==> src/rtl/rx_arp.sv <==
// rx_arp: byte-serial ARP payload receiver. Captures the 28-byte ARP header,
// skips trailing Ethernet pad, validates the packet and presents its fields.
module rx_arp #(
   parameter int         CHECK_IP = 1,
   parameter logic [7:0] MAX_PAD  = 8'd64
) (
   input  logic        s_axis_aclk,
   input  logic        s_axis_aresetn,
   input  logic [7:0]  s_axis_tdata,
   input  logic        s_axis_tvalid,
   output logic        s_axis_tready,
   input  logic        s_axis_tuser,
   input  logic        s_axis_tlast,
   input  logic [31:0] local_ip,
   output logic [15:0] arp_opcode,
   output logic [47:0] arp_srcMac,
   output logic [31:0] arp_srcIP,
   output logic [47:0] arp_destMac,
   output logic [31:0] arp_destIP,
   output logic        arp_valid,
   output logic        arp_error
);

   typedef enum logic [1:0] {IDLE, HEADER, PAD, CHECK} state_t;

   state_t      state, state_nxt;
   logic [4:0]  byte_cnt, byte_cnt_nxt;
   logic [7:0]  pad_cnt, pad_cnt_nxt;
   logic        accept;
   logic        restart;
   logic        store_en;
   logic [4:0]  store_idx;
   logic        vld_p0, err_p0;
   logic        frame_good;
   logic [7:0]  cap [28];

   logic [15:0] cap_hw_type, cap_proto, cap_opcode;
   logic [47:0] cap_src_mac, cap_dest_mac;
   logic [31:0] cap_src_ip, cap_dest_ip;

   assign accept = s_axis_tvalid & s_axis_tready;

   assign cap_hw_type  = {cap[0], cap[1]};
   assign cap_proto    = {cap[2], cap[3]};
   assign cap_opcode   = {cap[6], cap[7]};
   assign cap_src_mac  = {cap[8], cap[9], cap[10], cap[11], cap[12], cap[13]};
   assign cap_src_ip   = {cap[14], cap[15], cap[16], cap[17]};
   assign cap_dest_mac = {cap[18], cap[19], cap[20], cap[21], cap[22], cap[23]};
   assign cap_dest_ip  = {cap[24], cap[25], cap[26], cap[27]};

   assign frame_good = (cap_hw_type == 16'h0001) && (cap_proto == 16'h0800) &&
                       (cap[4] == 8'd6) && (cap[5] == 8'd4) &&
                       ((cap_opcode == 16'd1) || (cap_opcode == 16'd2)) &&
                       ((CHECK_IP == 0) || (cap_dest_ip == local_ip));

   always_ff @(posedge s_axis_aclk or negedge s_axis_aresetn) begin
      if (!s_axis_aresetn) begin
         state    <= IDLE;
         byte_cnt <= 5'd0;
         pad_cnt  <= 8'd0;
      end else begin
         state    <= state_nxt;
         byte_cnt <= byte_cnt_nxt;
         pad_cnt  <= pad_cnt_nxt;
      end
   end

   always_comb begin
      state_nxt    = state;
      byte_cnt_nxt = byte_cnt;
      pad_cnt_nxt  = pad_cnt;
      store_en     = 1'b0;
      store_idx    = byte_cnt;
      vld_p0       = 1'b0;
      err_p0       = 1'b0;
      restart      = 1'b0;
      case (state)
         IDLE: begin
            restart = accept & s_axis_tuser;
         end
         HEADER: begin
            if (accept) begin
               if (s_axis_tuser) begin
                  err_p0  = 1'b1;
                  restart = 1'b1;
               end else begin
                  store_en = 1'b1;
                  if (byte_cnt == 5'd27) begin
                     if (s_axis_tlast) begin
                        state_nxt = CHECK;
                     end else begin
                        state_nxt   = PAD;
                        pad_cnt_nxt = 8'd0;
                     end
                  end else if (s_axis_tlast) begin
                     err_p0       = 1'b1;
                     state_nxt    = IDLE;
                     byte_cnt_nxt = 5'd0;
                  end else begin
                     byte_cnt_nxt = byte_cnt + 5'd1;
                  end
               end
            end
         end
         PAD: begin
            if (accept) begin
               if (s_axis_tuser) begin
                  err_p0  = 1'b1;
                  restart = 1'b1;
               end else if (s_axis_tlast) begin
                  state_nxt = CHECK;
               end else begin
                  pad_cnt_nxt = (pad_cnt == 8'hFF) ? pad_cnt : pad_cnt + 8'd1;
                  if (pad_cnt_nxt >= MAX_PAD) begin
                     err_p0       = 1'b1;
                     state_nxt    = IDLE;
                     byte_cnt_nxt = 5'd0;
                     pad_cnt_nxt  = 8'd0;
                  end
               end
            end
         end
         CHECK: begin
            vld_p0       = frame_good;
            err_p0       = ~frame_good;
            state_nxt    = IDLE;
            byte_cnt_nxt = 5'd0;
            pad_cnt_nxt  = 8'd0;
            // a new frame may start while this one is being judged
            restart      = accept & s_axis_tuser;
         end
         default: state_nxt = IDLE;
      endcase
      if (restart) begin
         store_en     = 1'b1;
         store_idx    = 5'd0;
         byte_cnt_nxt = 5'd1;
         state_nxt    = HEADER;
      end
   end

   always_ff @(posedge s_axis_aclk) begin
      for (int i = 0; i < 28; i++) begin
         if (store_en && (store_idx == 5'(i))) cap[i] <= s_axis_tdata;
      end
   end

   // ---- output stage: judged frame fields and result pulses ----
   always_ff @(posedge s_axis_aclk or negedge s_axis_aresetn) begin
      if (!s_axis_aresetn) begin
         s_axis_tready <= 1'b0;
         arp_valid     <= 1'b0;
         arp_error     <= 1'b0;
         arp_opcode    <= 16'd0;
         arp_srcMac    <= 48'd0;
         arp_srcIP     <= 32'd0;
         arp_destMac   <= 48'd0;
         arp_destIP    <= 32'd0;
      end else begin
         s_axis_tready <= 1'b1;
         arp_valid     <= vld_p0;
         arp_error     <= err_p0;
         if (vld_p0) begin
            arp_opcode  <= cap_opcode;
            arp_srcMac  <= cap_src_mac;
            arp_srcIP   <= cap_src_ip;
            arp_destMac <= cap_dest_mac;
            arp_destIP  <= cap_dest_ip;
         end
      end
   end

endmodule

==> config.mk <==
export PLATFORM = sky130hd
export DESIGN_NAME = rx_arp
export DESIGN_NICKNAME = d
export VERILOG_FILES = /design/src/rtl/rx_arp.sv
export SDC_FILE = /design/constraint.sdc
export NUM_CORES = 1
export LEC_CHECK = 0
export ABC_AREA = 0
export ABC_CLOCK_PERIOD_IN_PS = 2700
export BUFFER_PORTS_ARGS = -buffer_cell sky130_fd_sc_hd__buf_2
export CAP_MARGIN = 25
export CORE_MARGIN = 2
export CORE_UTILIZATION = 25
export CTS_CLUSTER_SIZE = 16
export DETAILED_ROUTE_END_ITERATION = 8
export GPL_ROUTABILITY_DRIVEN = 0
export HOLD_SLACK_MARGIN = 0.1
export PLACE_DENSITY_LB_ADDON = 0.15
export REMOVE_ABC_BUFFERS = 1
export SLEW_MARGIN = 0
export SYNTH_ARGS = -nofsm -noshare
export SYNTH_HDL_FRONTEND = slang
export SYNTH_SLANG_ARGS = --single-unit
==> constraint.sdc <==
create_clock -name s_axis_aclk -period 2.7 [get_ports s_axis_aclk]
set_input_delay 0.27 -clock s_axis_aclk [delete_from_list [all_inputs] [get_ports s_axis_aclk]]
set_output_delay 0.27 -clock s_axis_aclk [all_outputs]
set_load 0.01 [all_outputs]
==> results.ini <==
[outcome]
status = completed

[global_routing]
grt_use_total = 0.127
grt_pass1_vias = 8743
grt_pass1_wl_mm = 58.8
grt_start_max_net_pins = 73
overflow = 0
antenna_found_initial = 2

[floorplan]
ios = 224
start_util = 0.251
die_x_um = 250
die_area_mm2 = 0.0625
coreArea_mm2 = 0.0601
die_y_um = 250
rows = 90

[setup_path]
crit_required_ns = 3.15
slowest_stage = or4_4
path_max_fanout = 18
cp_top_family = simple AND/OR/NAND/NOR gates
critical_path_class = reg -> reg
critPathBufInv = 3
r2r-start = cap[3][6]$_DFFE_PP_
cp_cell_sequence = or4_4 > nor4_2 > nand4_1 > nor4_4 > buf_6 > buf_12 > buf_12 > mux2_1
crit_arrival_ns = 3.06
r2r_slack_ns = 0.09
max_stage_delay_ns = 0.55
reg2reg_to = arp_srcIP[23]$_DFFE_PN0P_
rr_worst_depth = 8
cp-start-kind = register
cpMostUsedCell = buf_12
crit_path_end_kind = register

[placement]
post_dp_cell_area_mm2 = 0.0177
dp_cells = 1898
portBuffers = 223
place_hpwl_mm = 25.2
place_ws_ns = -0.157

[route]
viasPerCell = 4.21
drt_first_iter_violations = 442
wl_mm = 40.0
num_vias = 8395
wl_per_cell_um = 20.1
route.detailed.drc = 0
drt_pass1_iterations = 4
ant_nets = 0

[synth]
synth_area_leaders = edfxtp_1 (44%), dfrtp_1 (32%), mux2_1 (9.4%)
synth.top_cell.area_share = 0.445
ys_dominant_reg_cell = edfxtp_1
yosysUniqueCellTypes = 45
syn_area_mm2 = 0.0151
syn_area_per_cell_um2 = 17.8
synth.largest_area_cell = edfxtp_1
ys_seq_elements = 418
yosysMostFrequentCell = edfxtp_1
synth_common_cells = edfxtp_1 (224), dfrtp_1 (194), mux2_1 (126), mux2_2 (36), xor2_1 (34)
syn_inst = 849
ys_warn_count = 0
seq_area_frac_synth = 0.766
synth_edf_count = 224
async_flop_share = 0.464

[clock_network]
tritoncts.num_buffers = 47
cts_buffer_depth = 3
clockRootBuffer = clkbuf_16
insertion_delay_ns = 0.59
cts_sinks = 418
htree_levels = 2
tritoncts = built
cts.clk_slew.worst_paths_ns = 0.06

[finish]
stdcell_count = 1992
nets = 1222
fin_util = 0.323
fin_area_mm2 = 0.0194
fill_cells = 5941
drive_gt1_frac = 0.349
area_delta_synth_final_pct = 28.4

[timing]
max_freq_mhz = 383
setup_slack_ns = 0.0876
finalSetupViolations = 0
fin_crit_sh = 0.968
slew_headroom = 0.378
fin_skew_ns = 0.0217
maxSlewViolCount = 0
worst_pin_slew_ns = 0.933
min_period_ns = 2.61
hold_viol_final = 0

[hold_path]
hold_end = state[0]$_DFFE_PN0P_
hold_start = s_axis_tlast
hold_class = in -> reg
hold_depth = 3

[power_and_ir_drop]
vdd_drop_max_v = 0.000419
pwr_density_cell_mw_per_mm2 = 725
leakage_nw = 8.69

[flow_run]
drv_cap = 0

-- registers in the layout, indices dropped and copies added, names as in the netlist --
| name | flops |
|---|---|
| arp_valid | 1 |
| s_axis_tready | 1 |
| arp_srcIP | 32 |
| state | 2 |
| pad_cnt | 8 |
| byte_cnt | 5 |
| arp_error | 1 |
| arp_destMac | 48 |
| arp_srcMac | 48 |
| cap | 224 |
| arp_destIP | 32 |
| arp_opcode | 16 |
-- cells by family after synthesis --
| group | count (synthesis) | synth area share |
|---|---|---|
| buffers and inverters | 36 | 0.0130 |
| XOR/XNOR | 35 | 0.0203 |
| multiplexers | 164 | 0.122 |
| adder cells (fa/ha/maj) | 6 | 0.00496 |
| AO/OA/AOI/OAI | 34 | 0.0159 |
| flip-flops | 418 | 0.766 |
| other | 1 | 0.000248 |
| AND/OR/NAND/NOR | 155 | 0.0579 |
-- worst max-delay path by stage --
| stage | startpoint | to | cells past startpoint | slack (ns) |
|---|---|---|---|---|
| floorplan | cap[3][1]$_DFFE_PP_ | arp_destIP[11]$_DFFE_PN0P_ | 5 | -4.99 |
| finish | cap[3][6]$_DFFE_PP_ | arp_srcIP[23]$_DFFE_PN0P_ | 8 | 0.09 |
| detailed placement | cap[25][7]$_DFFE_PP_ | arp_srcMac[30]$_DFFE_PN0P_ | 7 | -0.16 |
| global route | cap[26][1]$_DFFE_PP_ | arp_srcIP[23]$_DFFE_PN0P_ | 9 | -0.009 |
| CTS | cap[3][6]$_DFFE_PP_ | arp_destMac[28]$_DFFE_PN0P_ | 7 | -0.06 |
| global placement | cap[27][6]$_DFFE_PP_ | arp_srcMac[0]$_DFFE_PN0P_ | 7 | -0.13 |
-- worst register-to-register path, cell delays in order, from the launching register on --
cell	delay, ns
edfxtp_1	0.36
or4_4	0.55
nor4_2	0.28
nand4_1	0.22
nor4_4	0.22
buf_6	0.17
buf_12	0.15
buf_12	0.19
mux2_1	0.34
-- power breakdown --
group | internal, mW | switching [mW] | total [mW]
Combinational | 0.267 | 0.605 | 0.872
Clock | 3.71 | 2.61 | 6.31
Sequential | 6.84 | 0.0479 | 6.89
Total | 10.8 | 3.26 | 14.1
-- repair_timing --
action | CTS | global route
pin swaps | 0 | 2
hold buffers | 1 | 0
buffers inserted | 0 | 2
endpoints found under the hold margin | 66 | 0
gates resized for setup | 2 | 18
cloned | 0 | 3
setup endpoints to repair | 157 | 152
-- cells in the final DEF (no fill, tap or decap), drive strengths merged, types with 3 or more instances in the layout --
cell	count
dfrtp	194
edfxtp	224
a21oi	5
and3	4
clkbuf	70
ha	6
nand3	13
nor4	28
mux2	162
or4	4
o31ai	3
nor4b	4
o22ai	3
nor2	33
nor2b	15
nand2	15
a31oi	3
or3	3
buf	296
nand4	7
nand3b	3
xor2	34
o21ai	3
clkinv	14
a211oi	3
and2	5
inv	11
o211ai	4
and4	7
bufinv	3
nor3	12
-- area by class of cell --
cell class / instances / area (um^2) / area share
diodes: 1 / 2.50 / 0.000129
clock buffers: 66 / 1320 / 0.0678
clock inverters: 21 / 208 / 0.0107
inverters: 8 / 30.0 / 0.00155
multi-input cells: 395 / 3440 / 0.177
flip-flops and latches: 418 / 11600 / 0.596
well taps: 782 / 978 / 0.0504
repair buffers: 301 / 1870 / 0.0964
-- metrics by stage --
stage	hold slack (ns)	power, mW	setup TNS, ns
floorplan	-0.0256	7.41	-839.99
global placement	0.379	7.91	-13.61
detailed placement	0.374	7.91	-16.44
CTS	0.101	14.3	-2.86
global route	0.153	14.7	-0.0221
finish	0.154	14.1	0
-- routing by layer --
metal	routed length, um	part of all wire	GRT usage	up-vias
met2	18800	0.47	0.201	185
met5	0	0	0	-
li1	-	-	-	3838
met3	1790	0.045	0.0256	62
met4	843	0.021	0.0359	0
met1	18600	0.46	0.175	4310
Note: power is estimated with default switching activity, not from simulation.
